==> config.mk <==
export PLATFORM = sky130hd
export DESIGN_NAME = hazard_ctrl_unit
export DESIGN_NICKNAME = d
export VERILOG_FILES = /design/src/rtl/hazard_ctrl_unit.sv
export SDC_FILE = /design/constraint.sdc
export NUM_CORES = 1
export LEC_CHECK = 0
export ABC_AREA = 0
export BUFFER_PORTS_ARGS = -buffer_cell sky130_fd_sc_hd__buf_4
export CORE_ASPECT_RATIO = 1.5
export CORE_MARGIN = 8
export CORE_UTILIZATION = 30
export CTS_CLUSTER_SIZE = 30
export DETAILED_ROUTE_END_ITERATION = 8
export SETUP_SLACK_MARGIN = 0.5
export SLEW_MARGIN = 25
export SYNTH_ARGS = -nofsm -noshare
export SYNTH_HDL_FRONTEND = slang
export SYNTH_SLANG_ARGS = --single-unit
==> constraint.sdc <==
create_clock -name i_clk -period 3 [get_ports i_clk]
set_input_delay 0.3 -clock i_clk [delete_from_list [all_inputs] [get_ports i_clk]]
set_output_delay 0.3 -clock i_clk [all_outputs]
set_load 0.01 [all_outputs]
==> src/rtl/hazard_ctrl_unit.sv <==
// -----------------------------------------------------------------------------
// hazard_ctrl_unit
//
// Pipeline hazard controller. It drives the stall and flush controls for the
// IF/ID and ID/EX registers and the EX-stage operand forwarding selects. A
// memory-wait FSM freezes the whole pipe while the data memory is slow, and a
// watchdog flags a wait that runs too long.
//
// Handshake: the memory stage presents an access with mem_req_M. The access
// completes in the cycle where mem_ready_M is 1. While mem_req_M=1 and
// mem_ready_M=0 the access is pending, and every pipeline register is held.
//
// Optional feature: define HAZARD_PERF_EN to add three free-running 32-bit
// performance counters (stall_cnt_o, flush_cnt_o, wait_cnt_o).
//
// Parameters
//   WB_LOAD   wb_sel_E code that marks a load in Execute
//   TIMEOUT   ready-low cycles (>=1) in one wait before o_mem_timeout sets
//   CNT_W     wait counter width, 2**CNT_W > TIMEOUT
//
// Ports
//   i_clk, i_rst_n               clock, async active-low reset
//   rs1_addr_D, rs2_addr_D       Decode source addresses
//   rs1_addr_E, rs2_addr_E       Execute source addresses
//   rd_addr_E, rd_wren_E         Execute destination and write enable
//   wb_sel_E                     Execute write-back select
//   rd_addr_M, rd_wren_M         Memory-stage destination and write enable
//   rd_addr_W, rd_wren_W         Write-back destination and write enable
//   br_taken_E                   branch/jump taken in Execute
//   mem_req_M, mem_ready_M       dmem access request / completion
//   StallF, StallD, StallE, StallM   hold PC, IF/ID, ID/EX, EX/MEM
//   FlushD, FlushE               bubble IF/ID, ID/EX
//   fwd_a_E, fwd_b_E             00 reg file, 01 WB result, 10 MEM result
//   o_mem_timeout                sticky dmem-wait watchdog flag
//   dbg_state                    1 while the FSM is in MEMWAIT
// -----------------------------------------------------------------------------
module hazard_ctrl_unit #(
  parameter logic [1:0] WB_LOAD = 2'b01,
  parameter int         TIMEOUT = 64,
  parameter int         CNT_W   = 7
) (
  input  logic        i_clk,
  input  logic        i_rst_n,
  input  logic [4:0]  rs1_addr_D,
  input  logic [4:0]  rs2_addr_D,
  input  logic [4:0]  rs1_addr_E,
  input  logic [4:0]  rs2_addr_E,
  input  logic [4:0]  rd_addr_E,
  input  logic        rd_wren_E,
  input  logic [1:0]  wb_sel_E,
  input  logic [4:0]  rd_addr_M,
  input  logic        rd_wren_M,
  input  logic [4:0]  rd_addr_W,
  input  logic        rd_wren_W,
  input  logic        br_taken_E,
  input  logic        mem_req_M,
  input  logic        mem_ready_M,
  output logic        StallF,
  output logic        StallD,
  output logic        StallE,
  output logic        StallM,
  output logic        FlushD,
  output logic        FlushE,
  output logic [1:0]  fwd_a_E,
  output logic [1:0]  fwd_b_E,
  output logic        o_mem_timeout,
  output logic        dbg_state
`ifdef HAZARD_PERF_EN
  ,
  output logic [31:0] stall_cnt_o,
  output logic [31:0] flush_cnt_o,
  output logic [31:0] wait_cnt_o
`endif
);

  typedef enum logic {
    RUN     = 1'b0,
    MEMWAIT = 1'b1
  } state_t;

  localparam logic [CNT_W-1:0] CNT_MAX   = '1;
  localparam logic [CNT_W-1:0] CNT_ONE   = CNT_W'(1);
  localparam logic [CNT_W-1:0] TIMEOUT_C = CNT_W'(TIMEOUT);

  state_t           state;
  logic [CNT_W-1:0] wait_cnt;
  logic [CNT_W-1:0] cnt_inc;
  logic             lu;
  logic             mem_pend;

  // Forwarding select for one operand. The MEM stage holds the younger value,
  // so it wins over WB. Register x0 is hard-wired and is never forwarded.
  function automatic logic [1:0] fwd_sel(input logic [4:0] rs);
    if (rd_wren_M && (rd_addr_M != 5'd0) && (rd_addr_M == rs))
      return 2'b10;
    else if (rd_wren_W && (rd_addr_W != 5'd0) && (rd_addr_W == rs))
      return 2'b01;
    else
      return 2'b00;
  endfunction

  // Load in Execute whose result a Decode source needs.
  assign lu = rd_wren_E && (wb_sel_E == WB_LOAD) && (rd_addr_E != 5'd0) &&
              ((rd_addr_E == rs1_addr_D) || (rd_addr_E == rs2_addr_D));

  assign mem_pend = mem_req_M && !mem_ready_M;

  // The counter saturates so a very long wait cannot wrap and hide the timeout.
  assign cnt_inc = (wait_cnt == CNT_MAX) ? wait_cnt : wait_cnt + CNT_ONE;

  assign dbg_state = (state == MEMWAIT);

  // Stall, flush and forwarding controls. All are same-cycle functions of the
  // inputs and the current state. They are held at 0 while reset is asserted.
  always_comb begin
    StallF  = 1'b0;
    StallD  = 1'b0;
    StallE  = 1'b0;
    StallM  = 1'b0;
    FlushD  = 1'b0;
    FlushE  = 1'b0;
    fwd_a_E = 2'b00;
    fwd_b_E = 2'b00;
    if (i_rst_n) begin
      fwd_a_E = fwd_sel(rs1_addr_E);
      fwd_b_E = fwd_sel(rs2_addr_E);
      // In RUN a fresh pending access freezes the pipe. In MEMWAIT the pipe
      // stays frozen until ready. Branch and load-use are deferred until then.
      if ((state == RUN && mem_pend) || (state == MEMWAIT && !mem_ready_M)) begin
        StallF = 1'b1;
        StallD = 1'b1;
        StallE = 1'b1;
        StallM = 1'b1;
      end else if (br_taken_E) begin
        // The flush squashes any load-use victim sitting in Decode.
        FlushD = 1'b1;
        FlushE = 1'b1;
      end else if (lu) begin
        // One bubble. Next cycle the load has moved to M and lu drops.
        StallF = 1'b1;
        StallD = 1'b1;
        FlushE = 1'b1;
      end
    end
  end

  always_ff @(posedge i_clk or negedge i_rst_n) begin
    if (!i_rst_n) begin
      state         <= RUN;
      wait_cnt      <= '0;
      o_mem_timeout <= 1'b0;
    end else begin
      case (state)
        RUN: begin
          if (mem_pend) begin
            state    <= MEMWAIT;
            wait_cnt <= CNT_ONE;
            if (CNT_ONE >= TIMEOUT_C) o_mem_timeout <= 1'b1;
          end
        end
        MEMWAIT: begin
          if (mem_ready_M) begin
            state    <= RUN;
            wait_cnt <= '0;
          end else begin
            // No forced release. The flag records the overrun and the pipe keeps waiting.
            wait_cnt <= cnt_inc;
            if (cnt_inc >= TIMEOUT_C) o_mem_timeout <= 1'b1;
          end
        end
        default: begin
          state    <= RUN;
          wait_cnt <= '0;
        end
      endcase
    end
  end

`ifdef HAZARD_PERF_EN
  always_ff @(posedge i_clk or negedge i_rst_n) begin
    if (!i_rst_n) begin
      stall_cnt_o <= '0;
      flush_cnt_o <= '0;
      wait_cnt_o  <= '0;
    end else begin
      if (StallD)             stall_cnt_o <= stall_cnt_o + 32'd1;
      if (FlushE)             flush_cnt_o <= flush_cnt_o + 32'd1;
      if (state == MEMWAIT)   wait_cnt_o  <= wait_cnt_o + 32'd1;
    end
  end
`endif

endmodule

# [Word-level counts from Yosys, hierarchy flattened]
# Index checks and enable logic that the tools add are counted.
[totals] ff_bits=9 in_bits=45 out_inout_bits=12 wordCells=60
[classes] addsub=1 n_lt_le_gt_ge=1 n_eq_ne=9 n_mux=25 bitwise_logic=2 n_reduce_logical=19
[ops] cell="$eq 5x5->1" count=6
[ops] cell="$mux 7" count=3
[ops] cell="$mux 1" count=16
[ops] cell="$reduce_bool 5->1" count=3
[ops] cell="$pmux 7 s2" count=1
[ops] cell="$logic_and 1x1->1" count=12
[ops] cell="$mux 2" count=4
[ops] cell="$add 7x1->7 const B" count=1
[ops] cell="$eq 7x7->1 const B" count=1
[ops] cell="$ge 7x7->1 const B" count=1
[ops] cell="$reduce_and 3->1" count=1
[ops] cell="$eq 2x1->1 const B" count=1
[ops] cell="$logic_or 1x1->1" count=2
[ops] cell="$ne 2x2->1 const B" count=1
[ops] cell="$not 1->1" count=2
[ops] cell="$pmux 1 s2" count=1
[ops] cell="$logic_not 1->1" count=1

# [Depth between registers and ports, before layout]
# Gate-level depths: netlist of the first run.
[logic_depth] ltp_word=8 depth_mapped=5 mapped_depth_nobuf=5

# [Least setup slack after synthesis of the first run]
# No wires, ideal clock.
[synth_timing] kind="input port to output port" from="input port rd_addr_M[1]" to="output port fwd_b_E[0]" arrival_time_ns=1.401 required_time_ns=2.700 slack_ns=1.299 cell_stages=4 n_path_buf=0 path_cell_list="or4_1 > o21ai_2 > nor4_1 > nor4_2"
[synth_between] elab_chain_len=5 word_cells_on_any_way=6 classes_between="eq/ne: 1; mux: 2; reduce/logical: 3"
[synth_rtl] item="start: declaration" line="51" text="input logic [4:0] rd_addr_M,"
[synth_rtl] item="$reduce_bool 5->1" line="94" text="if (rd_wren_M && (rd_addr_M != 5'd0) && (rd_addr_M == rs))"
[synth_rtl] item="$logic_and 1x1->1" line="94"
[synth_rtl] item="$logic_and 1x1->1 *" line="94"
[synth_rtl] item="$mux 2 *" line="94"
[synth_rtl] item="$mux 2 *" line="124" text="if (i_rst_n) begin"
[synth_rtl] item="end: declaration" line="65" text="output logic [1:0] fwd_b_E,"
# Mark *: on every way between the ends. The rest lies on a longest branch, timed or not.

# [Worst setup path after layout of the first run]
[layout_timing] from="input port i_rst_n" to="output port fwd_b_E[0]"
[layout_between] elab_chain_len=1
[layout_rtl] item="start: declaration" line="43" text="input logic i_rst_n,"
[layout_rtl] item="$mux 2" line="124"
# No other way between the ends.

==> metrics, run 1 <==
die area=5230 sq um; Area Overhead vs Synth=53.7%; core region area=3070 sq um; Clock Power Share=0.338; drt total wl=2990 um; largest net degree at the start of global routing=16; Seq pwr share=0.320; Antenna Violating Nets Remaining=0; fmax=423 MHz; Crit path largest cell delay=around 560 ps; CP required=2700 ps; Reg clk slew, reported paths=40 ps; Final min period=approximately 2400 ps; library cells used by synthesis=34; multi-input logic area=699 sq um; RSZ-0062 raised after global routing=no; DR DRC count=0; Seq/Total Area, Yosys=0.239; Inserted Diodes=0; Register Area=225 sq um; clock latency on the worst-skew pair=240 ps; grt ovf=0; gp weighted congestion=between 0.9 and 1; first-pass GRT wire length=4640 um; Max Slew Vio Count=0; Max Buffers Root-to-Sink=2; peak supply drop=about 0.13 mV; All-Layer GR Usage=0.112; status=finished, final reports clean; Die W=just over 60 um; initial antenna violation count=0; Initial DRC Count=28; Post-synth ARST share=1.00; Cells after Synth=113; Worst Skew=about 5.4 ps; Worst setup EP type=primary output; Hold Violations, Final=0; Setup Buffers After CTS=0; crit-path cells=dlygate4sd3_1 -> buf_4 -> o211ai_1 -> or4_1 -> nor4_2 -> buf_4; Site Rows=25; P_int=0.000307 W; Synth Warn #=0; layout cells sized above 1=0.368; synthesized cell area=943 sq um; worst slew pin tran=370 ps; Crit path top cell by count=buf_4; Sw Pwr=0.000126 W; placement-stage cell area=1400 sq um; WL/cell=14.2 um; Core Util, Final=0.473; Die Span Y=roughly 85 um; Main synth FF type=dfrtp_1; number of port buffers=56; final period utilization=0.788; Max-Cap Viols=0; Initial Util=0.308; relative slew slack=0.751; worst hold path type=input port to flip-flop; Clock Sinks=9; detailed placement HPWL=approximately 2600 um; Sum Neg Setup Slack=0 ps; vias per cell=4.87; Avg Inst Size Synth=8.35 sq um; crit path buf inv count=3; TritonCTS Buffers=3; Logic pwr share=0.342; Crit Path Category=input port to primary output; crit path DAT=2070 ps; Final nets=218; flops & latches, synth=9; worst-path maximum fanout=15; Net Sw Frac=0.291; vias in the first global route=1,094; H-tree Lvls=1; fillers=309; io pins=57; number of synthesized flops with an enable pin=0; Setup crit start kind=input port; top cell family by delay on the critical path=buffers and inverters; Net Count, Synth=between 150 and 200; PwrDens=299 nW/um^2; Design Area, Final=1450 sq um; CTS tree=built; highest-delay cell along the critical path=or4_1; Setup Viol. Count Final=0; Pleak=0.646 nW; drt first pass iters=4; via count=1,027; clk root buf=clkbuf_8
==> cell families after synthesis <==
| group | count (synthesis) | synth area share |
|---|---|---|
| xor+xnor | 32 | 0.297 |
| simple gates | 44 | 0.251 |
| compound gates | 22 | 0.159 |
| buf+inv | 3 | 0.0199 |
| fa+ha+maj | 1 | 0.0133 |
| flops | 9 | 0.239 |
| mux | 2 | 0.0212 |
==> registers in the layout, indices dropped and copies added (netlist names) <==
register	flops
dbg_state	1
wait_cnt	7
o_mem_timeout	1
==> worst reg2reg max path, stage by stage, from the launching register on <==
cell and delay, ps:
dfrtp_1 400, ha_1 210, nand4_1 100, nor2_1 280, mux2i_1 220, o22ai_1 90
==> final cells by class <==
type | instances | area share
multi-input combinational | 101 | 0.482
timing repair buffer | 57 | 0.297
sequential | 9 | 0.155
tap | 40 | 0.0345
clock buffer | 4 | 0.0311
==> cell usage in the layout, fill, tap and decap left out, types with 2 or more instances in the layout <==
cell type	count
buf_4	56
xor2_1	24
nand2_1	9
dfrtp_1	9
xnor2_1	8
nor2_1	8
nor3_1	5
nor2b_1	4
o21bai_1	4
o21ai_0	4
or4_1	3
nand3_1	3
and2_1	3
a21oi_1	3
clkbuf_8	3
nor4_1	2
a211oi_1	2
mux2i_1	2
o22ai_1	2
==> synth_stat cells (3+ instances only) <==
library cell | number | share of area
dfrtp_1 | 9 | 0.24
nor2b_1 | 4 | 0.027
nor2_1 | 8 | 0.032
or4_1 | 3 | 0.024
xnor2_1 | 8 | 0.074
o21bai_1 | 4 | 0.032
xor2_1 | 24 | 0.22
nand2_1 | 9 | 0.036
a21oi_1 | 3 | 0.016
nor3_1 | 5 | 0.027
nand3_1 | 3 | 0.016
o21ai_0 | 4 | 0.021
and2_1 | 3 | 0.020
==> per-stage QoR <==
stage / hold slack [ps] / std cells / setup slack [ps] / power (W)
final: 292 / 211 / 635 / 0.000433
after floorplan: 4.41 / 113 / 1300 / 0.000204
after global placement: 153 / 206 / 1100 / 0.000286
after detailed placement: 159 / 206 / 1070 / 0.000290
after global routing: 288 / 211 / 515 / 0.000460
after CTS: 287 / 211 / 602 / 0.000439
==> power by group through the flow <==
stage          sequential, W  clock [W]  combinational [W]
2_1_floorplan       0.000139          0          0.0000654
3_3_place_gp        0.000140          0           0.000146
3_5_place_dp        0.000141          0           0.000149
4_1_cts             0.000139   0.000150           0.000151
5_1_grt             0.000141   0.000154           0.000165
6_report            0.000139   0.000146           0.000148
==> worst paths after layout <==
check / start / to / slack (ps) / cells past startpoint
worst min-delay path: mem_ready_M / wait_cnt[6] / 290 / 2
worst min register to register: o_mem_timeout / o_mem_timeout / 480 / 1
worst max register to register: wait_cnt[0] / wait_cnt[0] / 1570 / 5
worst max-delay path: i_rst_n / fwd_b_E[0] / 630 / 6
min in group asynchronous: i_rst_n / wait_cnt[1] / 440 / 2
max in group asynchronous: i_rst_n / dbg_state / 2390 / 2
==> per-layer routing <==
| metal | track usage | vias to the layer above | part of all wire |
|---|---|---|---|
| met1 | 0.114 | 460 | 0.39 |
| li1 | - | 516 | - |
| met3 | 0.0214 | 6 | 0.085 |
| met2 | 0.197 | 45 | 0.50 |
| met4 | 0.0604 | 0 | 0.026 |
| met5 | 0 | - | 0 |
==> what timing repair did <==
action | 4_1_cts | 5_1_grt
hold endpoints to repair | 9 | 0
endpoints found under the setup margin | 0 | 0
gates resized for setup | 0 | 0
hold buffers | 1 | 0
Note: power is estimated with default switching activity, not from simulation.
==> run 2: changes to the inputs <==
clock period = 2.07 ns   (was 3 ns; I/O delays follow)
==> run 2 against run 1 <==
Sequential share of layout area decreased by 1.7 points. Critical path depth unchanged. Worst setup slack got worse by 220 ps. Clock power increased by 43%. Register-to-register slack got worse by 890 ps.
==> metrics, run 2 (synthesis results as in run 1) <==
initial antenna violation count=0; fmax=slightly above 600 MHz; first-pass GRT wire length=5110 um; Max-Cap Viols=0; PwrDens=408 nW/um^2; Sw Pwr=0.000200 W; RSZ-0062 raised after global routing=yes; via count=1,079; peak supply drop=0.261 mV; top cell family by delay on the critical path=simple AND/OR/NAND/NOR gates; final period utilization=0.798; Site Rows=25; detailed placement HPWL=2660 um; Crit Path Category=input port to primary output; grt ovf=0; core region area=3070 sq um; io pins=57; crit-path cells=buf_8 -> or4_4 -> o21ai_4 -> nor4_4 -> nor3_1 -> buf_4; most common cell after layout, fill and taps aside=buf_4; Initial DRC Count=21; Final nets=between 200 and 250; crit path DAT=1450 ps; CP required=1860 ps; Clock Power Share=0.312; reg-to-reg endpoint=wait_cnt[1]; number of port buffers=56; clock latency on the worst-skew pair=240 ps; status=finished, final reports clean; vias in the first global route=1,125; die area=around 5200 sq um; worst-path maximum fanout=3; layout cells sized above 1=0.458; Reg clk slew, reported paths=40 ps; fin worst setup slack=approximately 420 ps; Worst Skew=roughly 1.4 ps; Pleak=~0.72 nW; WL/cell=15.5 um; max reg flops=7; largest reg by FF count=wait_cnt; drt first pass iters=4; Hold EP=wait_cnt[6]; highest-delay cell along the critical path=or4_4; Logic pwr share=0.392; Inserted Diodes=0; Die W=61.8 um; Core Util, Final=0.536; Max Buffers Root-to-Sink=2; vias per cell=4.93; Seq pwr share=0.296; Antenna Violating Nets Remaining=0; Crit path largest cell delay=560 ps; fin cells=approximately 220; worst slew pin tran=approximately 420 ps; Initial Util=0.308; Total Power=0.000671 W; Setup Viol. Count Final=0; DP Worst Slack=313 ps; DR DRC count=0; drt total wl=3400 um; R2R depth=5; Worst Hold Path Cells=2; Clock Sinks=9; Net Sw Frac=0.298; Hold Violations, Final=0; hold_sp=mem_ready_M; gp weighted congestion=0.907; Sum Neg Setup Slack=0 ps; All-Layer GR Usage=0.128; FF-to-FF setup slack=slightly below 700 ps; TritonCTS Buffers=3; Max Slew Vio Count=0; worst hold path type=input port to flip-flop; Setup crit start kind=input port; Inst Count DP=roughly 210; largest net degree at the start of global routing=12; clk root buf=clkbuf_8; Final min period=1650 ps; Worst setup EP type=primary output; Area Overhead vs Synth=74.1%; r2r startpoint=wait_cnt[0]; CTS tree=built; H-tree Lvls=1; relative slew slack=0.719; Die Span Y=84.7 um; crit path buf inv count=2; P_int=0.000471 W; commonest non-fill, non-tap cells in the layout=54 x buf_4, 24 x xor2_1, 9 x nand2_1, 9 x buf_6
## run 2: cell types whose count changed in the layout (fill, tap and decap cells not counted), sizes merged
| cell | change |
|---|---|
| buf | +8 |
## run 2: cell type report
class,instances,area (sq um)
Sequential cell,9,226
Multi-Input combinational cell,101,790
Fill cell,282,1420
Timing Repair Buffer,65,532
Clock buffer,4,45.0
Tap cell,40,50.0
## run 2: worst max-delay path by stage
stage,depth (start not counted),end,startpoint
after floorplan,4,fwd_b_E[0],rd_addr_M[1]
after global placement,6,fwd_b_E[0],rd_addr_M[1]
after detailed placement,6,fwd_b_E[0],rd_addr_M[1]
after CTS,5,fwd_b_E[0],rs2_addr_E[3]
after global routing,6,fwd_b_E[0],rd_addr_M[4]
final,6,fwd_a_E[0],rd_addr_M[4]
## run 2: power groups by stage
stage | clock network, W | registers, W | logic (W)
global route | 0.000222 | 0.000201 | 0.000289
CTS | 0.000213 | 0.000198 | 0.000253
global placement | 0 | 0.000203 | 0.000213
floorplan | 0 | 0.000201 | 0.0000948
finish | 0.000209 | 0.000199 | 0.000263
detailed placement | 0 | 0.000204 | 0.000218
## run 2: worst register-to-register path: stages (launching register included)
cell	delay [ps]
dfrtp_1	410
ha_1	220
nand4_1	120
nor2_2	220
mux2i_1	210
o21ai_0	90
## run 2: routing by layer
| metal | track usage | share of wire | up-vias | wire (um) |
|---|---|---|---|---|
| li1 | - | - | 531 | - |
| met4 | 0.0604 | 0.027 | 0 | 93 |
| met3 | 0.0382 | 0.092 | 8 | 313 |
| met2 | 0.226 | 0.53 | 44 | 1800 |
| met5 | 0 | 0 | - | 0 |
| met1 | 0.125 | 0.35 | 496 | 1190 |
## run 2: stage by stage
step                hold slack (ps)  instance area, sq um
floorplan                     -88.6                   943
global placement                178                  1400
detailed placement              177                  1400
CTS                             197                  1600
global route                    207                  1640
finish                          202                  1640
## run 2: repair_timing
item | CTS | global route
hold endpoints to repair | 9 | 0
pin swaps | 14 | 3
gates resized for setup | 20 | 10
hold buffers | 1 | 0
buffers inserted | 6 | 1
setup endpoints to repair | 8 | 9
==> run 3: changes to the inputs <==
ABC_AREA = 1   (was 0)
clock period = 1.7 ns   (was 2.07 ns; I/O delays follow)
==> run 3 against run 2 <==
Sequential power grew 24%. Critical path depth unchanged. Routed wire length grew 4.2%. Highest routed layer unchanged. Via count is 22% higher. Global-route usage decreased by 0.45 points. Sequential cell count is the same. Power up 28%. Critical path type is now flip-flop to primary output.
==> metrics, run 3 <==
worst slew pin tran=428 ps; Initial DRC Count=37; RSZ-0062 raised after global routing=yes; fillers=355; Area Overhead vs Synth=71.4%; status=finished, final reports clean; layout cells sized above 1=0.406; clock latency on the worst-skew pair=230 ps; library cells used by synthesis=22; Clock Sinks=9; CP required=1530 ps; DP Worst Slack=369 ps; Total Power=roughly 0.00086 W; top area cells in the synthesized netlist=dfrtp_1 21%, nand2_1 17%, inv_1 13%, xor2_1 8.3%, nor2_1 8.2%; Critical Path Source=dbg_state; Max Slew Vio Count=0; Worst Skew=1.19 ps; reg-to-reg endpoint=wait_cnt[2]; drt first pass iters=4; Synth area leader=dfrtp_1; vias in the first global route=1,356; PwrDens=between 400 and 500 nW/um^2; number of synthesized flops with an enable pin=0; gp weighted congestion=0.812; CTS tree=built; H-tree Lvls=1; Worst Setup EP=StallF; top-area cell type share of the netlist area=0.213; Inserted Diodes=0; Net Sw Frac=0.315; Antenna Violating Nets Remaining=0; Crit Path Category=flip-flop to primary output; Global Route met1 Usage=0.106; Avg Inst Size Synth=slightly below 6 sq um; commonest non-fill, non-tap cells in the layout=53 x buf_4, 44 x nand2_1, 31 x inv_1; Main synth FF type=dfrtp_1; fmax=748 MHz; Sw Pwr=0.000271 W; synthesized cell area=1060 sq um; GR peak layer=met2; most common cell after layout, fill and taps aside=buf_4; Net Count, Synth=226; Final min period=1340 ps; die area=around 5700 sq um; Max-Cap Viols=0; drt total wl=roughly 3500 um; Reg clk slew, reported paths=40 ps; Setup crit start kind=flip-flop; number of port buffers=56; vias per cell=4.52; Max Buffers Root-to-Sink=2; worst hold path type=input port to flip-flop; core region area=3380 sq um; Setup Viol. Count Final=0; All-Layer GR Usage=0.123; WL/cell=12.2 um; final period utilization=0.787; largest net degree at the start of global routing=10; Die W=64.5 um; via count=1,315; Post-synth ARST share=1.00; DR DRC count=0; placement-stage cell area=1550 sq um; worst-path maximum fanout=2; Die Span Y=between 80 and 90 um; first-pass GRT wire length=about 5600 um; largest reg by FF count=wait_cnt; Sum Neg Setup Slack=0 ps; initial antenna violation count=0; Site Rows=26; io pins=57; hold_sp=mem_ready_M; r2r startpoint=wait_cnt[1]; relative slew slack=0.714; detailed placement HPWL=between 2000 and 3000 um; Seq pwr share=0.286; crit path DAT=1170 ps; Cells after Synth=180; grt ovf=0; Final nets=296; FF-to-FF setup slack=410 ps; Worst setup EP type=primary output; Seq/Total Area, Yosys=0.213; Clock Power Share=0.283; Synth Warn #=0; GR Layer Usage met3=0.0355; clk root buf=clkbuf_8; fin worst setup slack=~360 ps; P_int=0.000589 W; R2R depth=6; Hold Violations, Final=0; Design Area, Final=1810 sq um; most frequent cell after synthesis=nand2_1; max reg flops=7; Initial Util=0.313; TritonCTS Buffers=3; flops & latches, synth=9; M2 GR Usage=0.253; Logic pwr share=0.431; Pleak=0.999 nW; peak supply drop=0.275 mV; Commonest cells post-synth=47 x nand2_1, 37 x inv_1, 23 x nor2_1, 11 x nand3_1, 10 x xor2_1
[run 3: cell types whose count changed after synthesis, sizes merged, moves of 4 or more]
cell / before / now
nand2: 9 / 47
inv: 0 / 37
nor2: 8 / 24
xor2: 24 / 10
nand3: 3 / 12
o21ai: 5 / 11
and2: 4 / 0
[run 3: worst min-delay path by stage]
stage,cells past startpoint,end
final,4,wait_cnt[2]
after global routing,4,wait_cnt[2]
after CTS,3,dbg_state
after detailed placement,1,wait_cnt[4]
after global placement,1,wait_cnt[4]
after floorplan,0,dbg_state
[run 3: per-stage QoR]
step | hold WS, ps | instances | utilization
6_report | 276 | 291 | 0.536
5_1_grt | 298 | 291 | 0.536
4_1_cts | 197 | 289 | 0.502
3_5_place_dp | 14.5 | 276 | 0.457
3_3_place_gp | 11.4 | 276 | 0.457
2_1_floorplan | -126 | 180 | -
[run 3: cell type report]
cell class	count	area, sq um	area share
well taps	42	52.6	0.0290
flip-flops and latches	9	225	0.124
repair buffers	67	554	0.306
multi-input cells	132	793	0.437
inverters	37	144	0.0793
clock buffers	4	45.0	0.0248
[run 3: power by group through the flow]
stage | clock network (W) | logic, W | registers, W
after CTS | 0.000257 | 0.000340 | 0.000244
after floorplan | 0 | 0.000152 | 0.000245
final | 0.000244 | 0.000371 | 0.000247
after global placement | 0 | 0.000302 | 0.000247
after detailed placement | 0 | 0.000301 | 0.000247
after global routing | 0.000264 | 0.000411 | 0.000248
[run 3: timing repair]
item                                    CTS  global route
hold buffers                              1             0
pin swaps                                 8            21
hold endpoints to repair                  9             0
endpoints found under the setup margin   14            17
buffers inserted                          8             2
gates resized for setup                  13            30
[run 3: kinds of logic after synthesis]
group           Yosys count  synth area share
compound gates           22             0.112
xor+xnor                 17             0.141
fa+ha+maj                 1            0.0118
buf+inv                  39             0.145
flops                     9             0.213
simple gates             92             0.377
[run 3: metal layers]
layer	vias up	wire length, um	share of wire
met5	-	0	0
met4	0	45	0.013
met3	5	209	0.059
met2	44	2010	0.57
met1	579	1280	0.36
li1	687	-	-
[run 3: worst max-delay path, cell delays in order, from the launching register on]
cell,delay [ps]
dfrtp_1,380
nand2_2,80
nand2_2,60
inv_2,80
nor2_4,40
o21bai_4,170
buf_6,120
